<file path="src/rtl/mem_ctrl_pkg.sv">
// Shared definitions for the MEM-stage external access sequencer:
// control-word bit positions, target encodings and FSM states.
package mem_ctrl_pkg;

    localparam int CTRL_RD   = 6;
    localparam int CTRL_KSEL = 5;
    localparam int CTRL_PACK = 3;
    localparam int CTRL_WR   = 0;

    localparam logic [1:0] SEL_PIXEL   = 2'b00;
    localparam logic [1:0] SEL_KERNEL  = 2'b01;
    localparam logic [1:0] SEL_PICTURE = 2'b10;

    typedef enum logic [1:0] {
        IDLE,
        ACCESS,
        DONE
    } state_e;

    // Writes always land in picture RAM; reads pick a ROM with the select bit.
    function automatic logic [1:0] target_sel(input logic [6:0] ctrl);
        if (ctrl[CTRL_WR])
            return SEL_PICTURE;
        return ctrl[CTRL_KSEL] ? SEL_KERNEL : SEL_PIXEL;
    endfunction

endpackage

</file>
<file path="src/rtl/mem_byte_packer.sv">
// 32-bit assembly register filled one byte lane at a time, with a
// synchronous clear at the start of every access.
module mem_byte_packer (
    input  logic        clk,
    input  logic        rst_n,
    input  logic        clr,
    input  logic [3:0]  lane_we,
    input  logic [7:0]  din,
    output logic [31:0] dout
);

    // NOTE: sequential state is written with <= only, so every flop samples
    // the values from before the edge regardless of statement order.
    always_ff @(posedge clk or negedge rst_n) begin
        if (!rst_n) begin
            dout <= '0;
        end else if (clr) begin
            dout <= '0;
        end else begin
            for (int i = 0; i < 4; i++) begin
                if (lane_we[i])
                    dout[8*i +: 8] <= din;
            end
        end
    end

endmodule

</file>
<file path="src/rtl/mem_ext_access.sv">
// MEM-stage sequencer for kernel/pixel reads and picture saves: runs byte
// handshakes on the external memories and stalls the pipeline meanwhile.
module mem_ext_access
    import mem_ctrl_pkg::*;
#(
    parameter int ADDR_W  = 18,
    parameter int TIMEOUT = 255
) (
    input  logic              clk,
    input  logic              rst_n,
    input  logic              valid_m,
    input  logic [6:0]        ctrl_m,
    input  logic [31:0]       addr_m,
    input  logic [31:0]       wdata_m,
    output logic              stall_m,
    output logic [31:0]       rdata_m,
    output logic              rdata_valid_m,
    output logic              err_m,
    output logic              ext_req,
    output logic              ext_we,
    output logic [1:0]        ext_sel,
    output logic [ADDR_W-1:0] ext_addr,
    output logic [7:0]        ext_wdata,
    input  logic [7:0]        ext_rdata,
    input  logic              ext_ack
);

    localparam int TIMER_W = $clog2(TIMEOUT + 1);

    state_e             state_q, state_d;
    logic [6:0]         ctrl_q;
    logic [ADDR_W-1:0]  base_q;
    logic [7:0]         wdata_q;
    logic [1:0]         beat_q;
    logic [TIMER_W-1:0] timer_q;
    logic               err_q;
    logic [31:0]        rdata_q;
    logic [31:0]        pack_q;
    logic [31:0]        rdata_merged;
    logic               op_active, start, is_read;
    logic               beat_done, last_beat, timed_out;
    logic [3:0]         lane_we;
    logic               unused_bits;

    assign unused_bits = ^{addr_m[31:ADDR_W], wdata_m[31:8], ctrl_q[4], ctrl_q[2:1]};

    assign op_active = valid_m & (ctrl_m[CTRL_RD] | ctrl_m[CTRL_WR]);
    assign is_read   = ctrl_q[CTRL_RD] & ~ctrl_q[CTRL_WR];
    assign beat_done = (state_q == ACCESS) & ext_ack;
    assign last_beat = (beat_q == ((is_read & ctrl_q[CTRL_PACK]) ? 2'd3 : 2'd0));
    assign timed_out = (state_q == ACCESS) & ~ext_ack & (timer_q == TIMER_W'(TIMEOUT - 1));
    assign lane_we   = (beat_done & is_read) ? (4'b0001 << beat_q) : 4'b0000;

    mem_byte_packer u_packer (
        .clk     (clk),
        .rst_n   (rst_n),
        .clr     (start),
        .lane_we (lane_we),
        .din     (ext_rdata),
        .dout    (pack_q)
    );

    // The final byte is merged in directly so rdata_m is complete in DONE.
    always_comb begin
        rdata_merged = pack_q;
        rdata_merged[8*beat_q +: 8] = ext_rdata;
    end

    // NOTE: every output of this block gets a default first, so no path
    // through the case leaves a signal unassigned and no latch is inferred.
    always_comb begin
        state_d       = state_q;
        start         = 1'b0;
        stall_m       = 1'b0;
        ext_req       = 1'b0;
        ext_we        = 1'b0;
        ext_sel       = SEL_PIXEL;
        ext_addr      = '0;
        ext_wdata     = '0;
        rdata_valid_m = 1'b0;
        err_m         = 1'b0;
        case (state_q)
            IDLE: begin
                if (op_active) begin
                    stall_m = 1'b1;
                    start   = 1'b1;
                    state_d = (ctrl_m[CTRL_RD] & ctrl_m[CTRL_WR]) ? DONE : ACCESS;
                end
            end
            ACCESS: begin
                stall_m   = 1'b1;
                ext_req   = 1'b1;
                ext_we    = ctrl_q[CTRL_WR];
                ext_sel   = target_sel(ctrl_q);
                ext_addr  = base_q + ADDR_W'(beat_q);
                ext_wdata = ctrl_q[CTRL_WR] ? wdata_q : 8'h00;
                if ((beat_done & last_beat) | timed_out)
                    state_d = DONE;
            end
            DONE: begin
                rdata_valid_m = is_read & ~err_q;
                err_m         = err_q;
                state_d       = IDLE;
            end
            default: state_d = IDLE;
        endcase
    end

    always_ff @(posedge clk or negedge rst_n) begin
        if (!rst_n) begin
            state_q <= IDLE;
            ctrl_q  <= '0;
            base_q  <= '0;
            wdata_q <= '0;
            beat_q  <= '0;
            timer_q <= '0;
            err_q   <= 1'b0;
            rdata_q <= '0;
        end else begin
            state_q <= state_d;
            if (start) begin
                ctrl_q  <= ctrl_m;
                base_q  <= addr_m[ADDR_W-1:0];
                wdata_q <= wdata_m[7:0];
                beat_q  <= '0;
                timer_q <= '0;
                err_q   <= ctrl_m[CTRL_RD] & ctrl_m[CTRL_WR];
            end else if (beat_done) begin
                beat_q  <= beat_q + 2'd1;
                timer_q <= '0;
                if (is_read & last_beat)
                    rdata_q <= rdata_merged;
            end else if (timed_out) begin
                err_q <= 1'b1;
                if (is_read)
                    rdata_q <= '0;
            end else if (state_q == ACCESS) begin
                timer_q <= timer_q + TIMER_W'(1);
            end
        end
    end

    assign rdata_m = rdata_q;

endmodule

</file>
<file path="config.mk">
export PLATFORM = sky130hd
export DESIGN_NAME = mem_ext_access
export DESIGN_NICKNAME = d
export VERILOG_FILES = /design/src/rtl/mem_ctrl_pkg.sv /design/src/rtl/mem_byte_packer.sv /design/src/rtl/mem_ext_access.sv
export SDC_FILE = /design/constraint.sdc
export NUM_CORES = 1
export LEC_CHECK = 0
export ABC_AREA = 1
export CORE_UTILIZATION = 40
export CTS_CLUSTER_SIZE = 10
export DETAILED_ROUTE_END_ITERATION = 10
export PLACE_DENSITY_LB_ADDON = 0.3
export SLEW_MARGIN = 20
export SYNTH_ARGS = -nofsm -noshare
export SYNTH_HDL_FRONTEND = slang
export SYNTH_SLANG_ARGS = --single-unit
</file>
<file path="constraint.sdc">
create_clock -name clk -period 3.6 [get_ports clk]
set_input_delay 0.36 -clock clk [delete_from_list [all_inputs] [get_ports clk]]
set_output_delay 0.36 -clock clk [all_outputs]
set_load 0.01 [all_outputs]
</file>
==> results.ini, run 1 <==
[run_status]
outcome=complete, but fails checks
failed_checks=DRC

[timing]
setup_viol_count_final=0
fin_tns_setup_ns=0
slew_viol_final=0
rsz0062_at_grt=false
max_freq_mhz=337
relSlewSlack_pct=49.5
finalHoldViolations=0
post-route-worst-setup-slack_ns=0.632
min_period_ns=2.97
worstMarginPinSlew_ns=0.757
fin_skew_ns=0.00684
finalCritPeriodShare_pct=82.4
timing.hold.ws_ns=0.0794

[synth]
syn_nets=847
seq_area_frac_synth_pct=47.4
synthArstFlopShare_pct=100
synth_warnings=0
synthCells=751
synth_ff_type=dfrtp_1
synth_most_common_cell=nand2_1
ys_ff_latch=107
synth_top_area_cell=dfrtp_1
synth_area_leaders=dfrtp_1, nand2_1, a21oi_1
synth_edf_count=0
synth_top_area_share_pct=47.4
syn-cell-area_mm2=0.00564
yosysUniqueCellTypes=34
synth_common_cells=nand2_1, dfrtp_1, nor2_1
avgSynthCellArea_um2=7.52

[setup_path]
r2r_cells=8
critPathMaxStageDelay_ns=0.55
reg2reg_from=beat_q[1]
required_ns=3.24
r2r_slack_ns=1.12
r2r-end=rdata_m[15]
slowest_stage=clkdlybuf4s50_1
cp-start-kind=flop
crit_arrival_ns=2.61
crit_type=reg -> out
cp-end-kind=output pin
crit_chain=ha_1, fa_1, nand2_1, nor2_1, nand2_1, nor2_1, nand2_1, o21ai_0, nor2_1, clkdlybuf4s50_1
crit_fanout=4

[global_routing]
antenna_found_initial=0
grt_max_degree=64
grt_usage_pct=20.9
grt_overflow_total=0
grt_pass1_vias=4809
grt_pass1_wl_um=23900

[drt]
drc=2
antenna_left=0
wl_um=14300
drtIter0Drc=324
drt-wirelength-per-cell_um=14.0
drt-pass1-iter-count=10
vias=5176
vias_per_cell=5.05

[clock_network]
cts_max_path_buffers=2
cts_resized=0
clkTransAtPathRegs_ns=0.07
cts_buffers=9
clock-root-buffer=clkbuf_16
post-cts-setup-buffers=0
htree_levels=3
cts.sinks=107
worstSkewPairLatency_ns=0.35
cts_hold_buf=0
cts_tree=built

[die]
coreArea_mm2=0.0138
dieWidth_um=121
die_h_um=121
core.rowCount=43
die_area_mm2=0.0146
start_util_pct=40.8
pin_count=148

[power_and_ir_drop]
powerDensity_mw_per_mm2=722
peakVddDrop_uv=361
p_leak_nw=3.35

[final_layout]
post-route-cell-area_mm2=0.00712
fillers=1321
layout-drive-gt1-share_pct=4.85
fin_nets=937
final_util_pct=51.5
multi_input_area_mm2=0.00261
regArea_mm2=0.00268
diodes=0
area.growth.synth_to_final_pct=26.2

[run]
cap_violations=0

[hold_path]
min_path_type=in -> async

[placement]
dpl_cell_area_mm2=0.00681
place.gp.congestion=0.849
pre_cts_ws_ns=0.992
portBuffers=106
dp_hpwl_um=9980

## layout by cell type, fill, tap and decap left out, types with 2 or more instances in the layout
| cell type | n |
|---|---|
| nand2_1 | 292 |
| dfrtp_1 | 107 |
| clkdlybuf4s50_1 | 105 |
| nor2_1 | 55 |
| inv_1 | 46 |
| a21oi_1 | 45 |
| nand3_1 | 44 |
| o21ai_0 | 44 |
| nand4_1 | 21 |
| o21ai_1 | 13 |
| ha_1 | 12 |
| clkbuf_16 | 9 |
| buf_4 | 8 |
| nor3_1 | 5 |
| xor2_1 | 4 |
| nor3_2 | 3 |
| a21oi_2 | 3 |
| inv_2 | 2 |
| nand2_4 | 2 |
| o21bai_1 | 2 |
| xnor2_1 | 2 |
| nand2_2 | 2 |
| clkinv_1 | 2 |
| a31oi_1 | 2 |
| inv_6 | 2 |
| clkbuf_8 | 2 |
## layout make-up
| type | instances | share of cell area, % |
|---|---|---|
| clock inverters | 4 | 0.790 |
| inverters | 51 | 2.72 |
| clock buffers | 11 | 3.55 |
| flip-flops and latches | 107 | 37.6 |
| repair buffers | 113 | 15.6 |
| well taps | 180 | 3.16 |
| multi-input cells | 559 | 36.6 |
## report_power, final
group / switching, mW / internal [mW]
Clock: 0.447 / 0.580
Combinational: 1.35 / 0.814
Sequential: 0.320 / 1.63
## worst max-delay path, delay by kind of cell (launching register included)
kind            cells  cell delay, ns
fa+ha+maj           2            0.64
simple gates        6            0.60
buf+inv             1            0.55
compound gates      1            0.09
flops               1            0.38
## kinds of logic (layout without fill, tap and decap cells)
family,Yosys count,count (layout),share of synthesized area (%)
AND/OR/NAND/NOR,429,429,31.8
AO/OA/AOI/OAI,111,111,10.4
flip-flops,107,107,47.4
buffers and inverters,85,179,6.38
adder cells (fa/ha/maj),13,13,3.01
XOR/XNOR,6,6,0.931
## how the worst max path moves through the flow
stage	end	slack, ns	start
5_1_grt	ext_addr[10]	0.44	base_q[0]
6_report	ext_addr[16]	0.63	base_q[0]
2_1_floorplan	rdata_m[4]	1.46	beat_q[0]
3_3_place_gp	ext_addr[10]	1.01	base_q[0]
3_5_place_dp	ext_addr[10]	0.99	base_q[0]
4_1_cts	ext_addr[16]	0.61	base_q[0]
## registers in the layout, indices dropped and copies added, names as in the netlist
signal / cells
rdata_m: 32
u_packer.dout: 32
base_q: 18
timer_q: 8
wdata_q: 8
ctrl_q: 4
beat_q: 2
state_q: 2
err_q: 1
## through the flow
| step | total power, mW | instances |
|---|---|---|
| final | 5.14 | 1025 |
| after global routing | 5.55 | 1025 |
| after CTS | 5.17 | 1025 |
| after detailed placement | 4.12 | 1010 |
| after global placement | 4.09 | 1010 |
| after floorplan | 3.35 | 751 |
## metal layers
metal | share of wire [%] | global-route usage [%] | vias up | routed length [um]
li1 | - | - | 2602 | -
met4 | 1.9 | 7.56 | 0 | 268
met2 | 45 | 32.1 | 169 | 6500
met1 | 46 | 28.5 | 2382 | 6540
met3 | 7.2 | 5.05 | 23 | 1030
met5 | 0 | 0 | - | 0
Power figures use the tool's default switching activity.
==> run 2, diff against run 1 <==
==> constraint.sdc (replaced) <==
create_clock -name clk -period 2.7 [get_ports clk]
set_input_delay 0.27 -clock clk [delete_from_list [all_inputs] [get_ports clk]]
set_output_delay 0.27 -clock clk [all_outputs]
set_load 0.01 [all_outputs]
==> results.ini, run 2 (synthesized netlist as in run 1, its figures left out) <==
[timing]
finalHoldViolations=0
slew_viol_final=0
relSlewSlack_pct=56.1
max_freq_mhz=389
post-route-worst-setup-slack_ns=0.131
finalCritPeriodShare_pct=95.2
fin_tns_setup_ns=0
fin_skew_ns=0.00621
setup_viol_count_final=0
worstMarginPinSlew_ns=0.658
min_period_ns=2.57

[power_and_ir_drop]
p_leak_nw=3.43
share_seq_of_total_power_pct=38.5
powerDensity_mw_per_mm2=948
power_frac_comb_pct=43.0
peakVddDrop_uv=517
p_clk_share_pct=18.5
power.switching_mw=2.86
p_int_mw=3.90
p_sw_share_pct=42.3

[setup_path]
required_ns=2.43
cp-end-kind=output pin
cp-start-kind=flop
crit_fanout=4
crit_arrival_ns=2.30
crit_type=reg -> out

[global_routing]
grt_pass1_wl_um=24100
antenna_found_initial=0
grt_usage_pct=21.1
grt_overflow_total=0
grt_pass1_vias=4857
grt_max_degree=42

[final_layout]
final_common_cell=nand2_1
final_util_pct=51.6
area.growth.synth_to_final_pct=26.5
diodes=0
layout_common_cells=nand2_1, dfrtp_1, clkdlybuf4s50_1, nor2_1, inv_1
layout-drive-gt1-share_pct=6.11
fin_nets=942

[die]
dieWidth_um=121
die_h_um=121
core.rowCount=43
die_area_mm2=0.0146
start_util_pct=40.8
pin_count=148
coreArea_mm2=0.0138

[clock_network]
worstSkewPairLatency_ns=0.36
cts_tree=built
htree_levels=3
cts_buffers=9
clkTransAtPathRegs_ns=0.07
clock-root-buffer=clkbuf_16
cts.sinks=107
cts_max_path_buffers=2

[placement]
dp_hpwl_um=10200
pre_cts_ws_ns=0.180
portBuffers=106
place.gp.congestion=0.841

[drt]
drt-wirelength-per-cell_um=14.1
vias_per_cell=5.01
drt-pass1-iter-count=8
antenna_left=0
vias=5169
drtIter0Drc=372
wl_um=14600
drc=2

[run]
cap_violations=0

[run_status]
failed_checks=DRC
outcome=complete, but fails checks

[hold_path]
min_path_type=in -> async

[run 2: cell types whose count changed in the layout (fill, tap and decap cells not counted), moves of 2 or more]
cell,previous run,this run
clkdlybuf4s50_1,105,96
dlygate4sd2_1,0,5
buf_4,8,12
dlymetal6s2s_1,0,3
nand2_1,292,289
nand2_2,2,5
clkbuf_8,2,0
clkinv_2,0,2
[run 2: final timing paths]
kind | startpoint | cells past startpoint | slack, ns | end
max | base_q[1] | 7 | 0.13 | ext_addr[7]
min | rst_n | 2 | 0.44 | rdata_m[11]
max reg2reg | beat_q[0] | 9 | 0.28 | rdata_m[14]
min reg2reg | wdata_q[5] | 2 | 0.49 | wdata_q[5]
max in group asynchronous | rst_n | 3 | 1.54 | u_packer.dout[16]
min in group clk | addr_m[16] | 3 | 0.44 | base_q[16]
[run 2: final cells by class]
cell class | count | area [um2]
multi-input cells | 559 | 2620
flip-flops and latches | 107 | 2680
repair buffers | 118 | 1150
inverters | 51 | 194
fillers | 1355 | 6690
clock inverters | 7 | 52.6
clock buffers | 9 | 225
well taps | 180 | 225
[run 2: what timing repair did]
action	CTS	global route
setup buffers	0	0
hold endpoints to repair	38	0
gates resized for setup	7	9
pin swaps	0	1
hold buffers	1	0
setup endpoints to repair	6	7
[run 2: power by group through the flow]
stage | clock, mW | sequential, mW | combinational (mW)
3_3_place_gp | 0 | 2.60 | 2.88
3_5_place_dp | 0 | 2.61 | 2.92
6_report | 1.25 | 2.60 | 2.91
4_1_cts | 1.28 | 2.59 | 2.92
5_1_grt | 1.35 | 2.67 | 3.29
2_1_floorplan | 0 | 2.56 | 1.91
[run 2: worst max-delay path, stage by stage (launching register included)]
cell and delay, ns:
dfrtp_1 0.43, ha_1 0.32, nand3_1 0.13, nand2_2 0.13, nand2_1 0.10, xor2_1 0.16, nor2_1 0.11, clkdlybuf4s50_1 0.57
[run 2: layer usage]
layer	part of all wire (%)	global-route usage, %
met5	0	0
met4	1.5	6.94
met3	6.5	5.00
met2	46	33.4
met1	46	28.5
[run 2: through the flow]
| step | power (mW) | area (um2) | hold WS, ns | cells |
|---|---|---|---|---|
| detailed placement | 5.53 | 6840 | 0.298 | 1014 |
| global placement | 5.48 | 6840 | 0.296 | 1014 |
| global route | 7.31 | 7140 | 0.451 | 1031 |
| CTS | 6.79 | 7130 | 0.427 | 1031 |
| floorplan | 4.46 | 5640 | -0.0256 | 751 |
| finish | 6.77 | 7140 | 0.439 | 1031 |
==> edit: new RTL, flow settings as in run 1 <==
Change the parameter `ADDR_W` from 18 to 20.
--- a/src/rtl/mem_ext_access.sv
+++ b/src/rtl/mem_ext_access.sv
@@ -3,7 +3,7 @@
 module mem_ext_access
     import mem_ctrl_pkg::*;
 #(
-    parameter int ADDR_W  = 18,
+    parameter int ADDR_W  = 20,
     parameter int TIMEOUT = 255
 ) (
     input  logic              clk,
Ports: changed (resized ext_addr); port bits go from 148 to 150. No check against the original RTL was run, so the function may have changed too.
==> edit against run 1 <==
  * Final area up 5.4%
  * Worst hold slack about the same
  * Area after synthesis up 6.6%
  * Routed wire length up 4.8%
  * Sequential cell count up 2
  * Power up 1.2%
  * Worst setup slack better by 0.013 ns
  * Non-clock buffer count up 4
  * Synthesized cell count up 8.5%
  * Largest cell class is now multi-input gates
  * Largest power group unchanged
==> edit: results (changes against run 1) <==
INFO  global_routing via_count_of_the_first_global_routing_pass=5062 [+5.3%]
INFO  setup_path     worstSetupStartpoint=beat_q[1]
INFO  placement      dp_cells=1081 [+7.0%]
INFO  synthesis      postSynthNetCount=911 [+7.6%]
INFO  synthesis      yosysUniqueCellTypes=32 [-5.9%]
INFO  synthesis      post_synthesis_sequential_area_ratio=0.453 [-0.0210]
INFO  synthesis      most_area_consuming_cells_after_synthesis=sky130_fd_sc_hd__dfrtp_1 45%, sky130_fd_sc_hd__nand2_1 17%, sky130_fd_sc_hd__nand3_1 6.3%
INFO  placement      post-place-ws=1.03ns [+0.0413 ns]
INFO  finish         drive_above_1_share=0.0493 [+0.000767]
INFO  power_and_ir_drop pwr.group.clock=1.17mW [+14%]
INFO  synthesis      synth.cells.most_frequent=276 x sky130_fd_sc_hd__nand2_1, 109 x sky130_fd_sc_hd__dfrtp_1, 93 x sky130_fd_sc_hd__nor2_1
INFO  placement      numPortBuffers=110 [+3.8%]
INFO  sta            worst_pin_slew=0.832ns [+0.0747 ns]
INFO  drt            routed_wirelength=15000um [+4.8%]
INFO  global_routing groute.usage.overall=0.201 [-0.00731]
INFO  setup_path     critical_path_peak_fanout=8 [+4]
INFO  finish         fillers=1445 [+9.4%]
INFO  global_routing grt_max_degree=66 [+3.1%]
INFO  drt            vias=5366 [+3.7%]
INFO  power_and_ir_drop power.ir.vdd_worst=0.362mV [+0.27%]
INFO  drt            drt-pass1-iter-count=5 [-5]
INFO  outcome        run_status=completed
INFO  setup_path     max_stage_delay=0.57ns [+0.02 ns]
INFO  setup_path     path_delay_family=simple AND/OR/NAND/NOR gates
INFO  placement      hpwl=10700um [+7.1%]
INFO  setup_path     r2r_start=beat_q[0]
INFO  drt            via_per_inst=4.89 [-3.1%]
INFO  clocking       clk_latency=0.37ns [+0.02 ns]
INFO  finish         finalNetCount=1004 [+7.2%]
INFO  sta            timing.clock.skew=0.0107ns [+0.00384 ns]
INFO  power_and_ir_drop power.switching_fraction=0.404 [-0.00702]
INFO  synthesis      synthesis.area_per_instance=7.38um^2 [-1.8%]
## edit: cell count changes in the layout (fill, tap and decap cells not counted), sizes merged, moves of 4 or more
| cell | before | now |
|---|---|---|
| nor3 | 8 | 4 |
| nand4 | 22 | 10 |
| nand3 | 44 | 79 |
| inv | 51 | 81 |
| a21oi | 49 | 19 |
| clkdlybuf4s50 | 105 | 109 |
| o21a | 0 | 8 |
| o21ai | 57 | 64 |
| nand2 | 296 | 284 |
| nor2 | 57 | 98 |
## edit: metrics by stage
stage	power (mW)	hold slack [ns]
detailed placement	4.04	0.459
floorplan	3.31	0.0644
global placement	4.00	0.454
CTS	5.23	0.123
global route	5.60	0.147
finish	5.20	0.0799
## edit: worst paths after layout
check	endpoint	cells past startpoint	slack, ns
worst min-delay path	rdata_m[25]	1	0.08
worst max-delay path	ext_addr[13]	8	0.65
max in group asynchronous	timer_q[3]	2	2.67
min in group clk	rdata_m[28]	2	0.47
worst min register to register	rdata_m[28]	2	0.47
worst max register to register	rdata_m[25]	10	1.25
## edit: area by class of cell
cell class,count,area [um^2],area share
clock buffers,9,225,0.0300
inverters,79,297,0.0395
well taps,184,230,0.0307
multi-input cells,592,2760,0.367
clock inverters,7,121,0.0162
flip-flops and latches,109,2730,0.363
repair buffers,117,1150,0.153
## edit: layer usage
metal	part of all wire	track usage
met4	0.031	0.0914
met5	0	0
met3	0.069	0.0649
met1	0.49	0.280
met2	0.41	0.284
## edit: logic make-up after synthesis
family | after synthesis | synth area share
buf+inv | 114 | 0.0884
fa+ha+maj | 13 | 0.0283
simple gates | 476 | 0.334
compound gates | 98 | 0.0886
xor+xnor | 5 | 0.00728
flops | 109 | 0.453
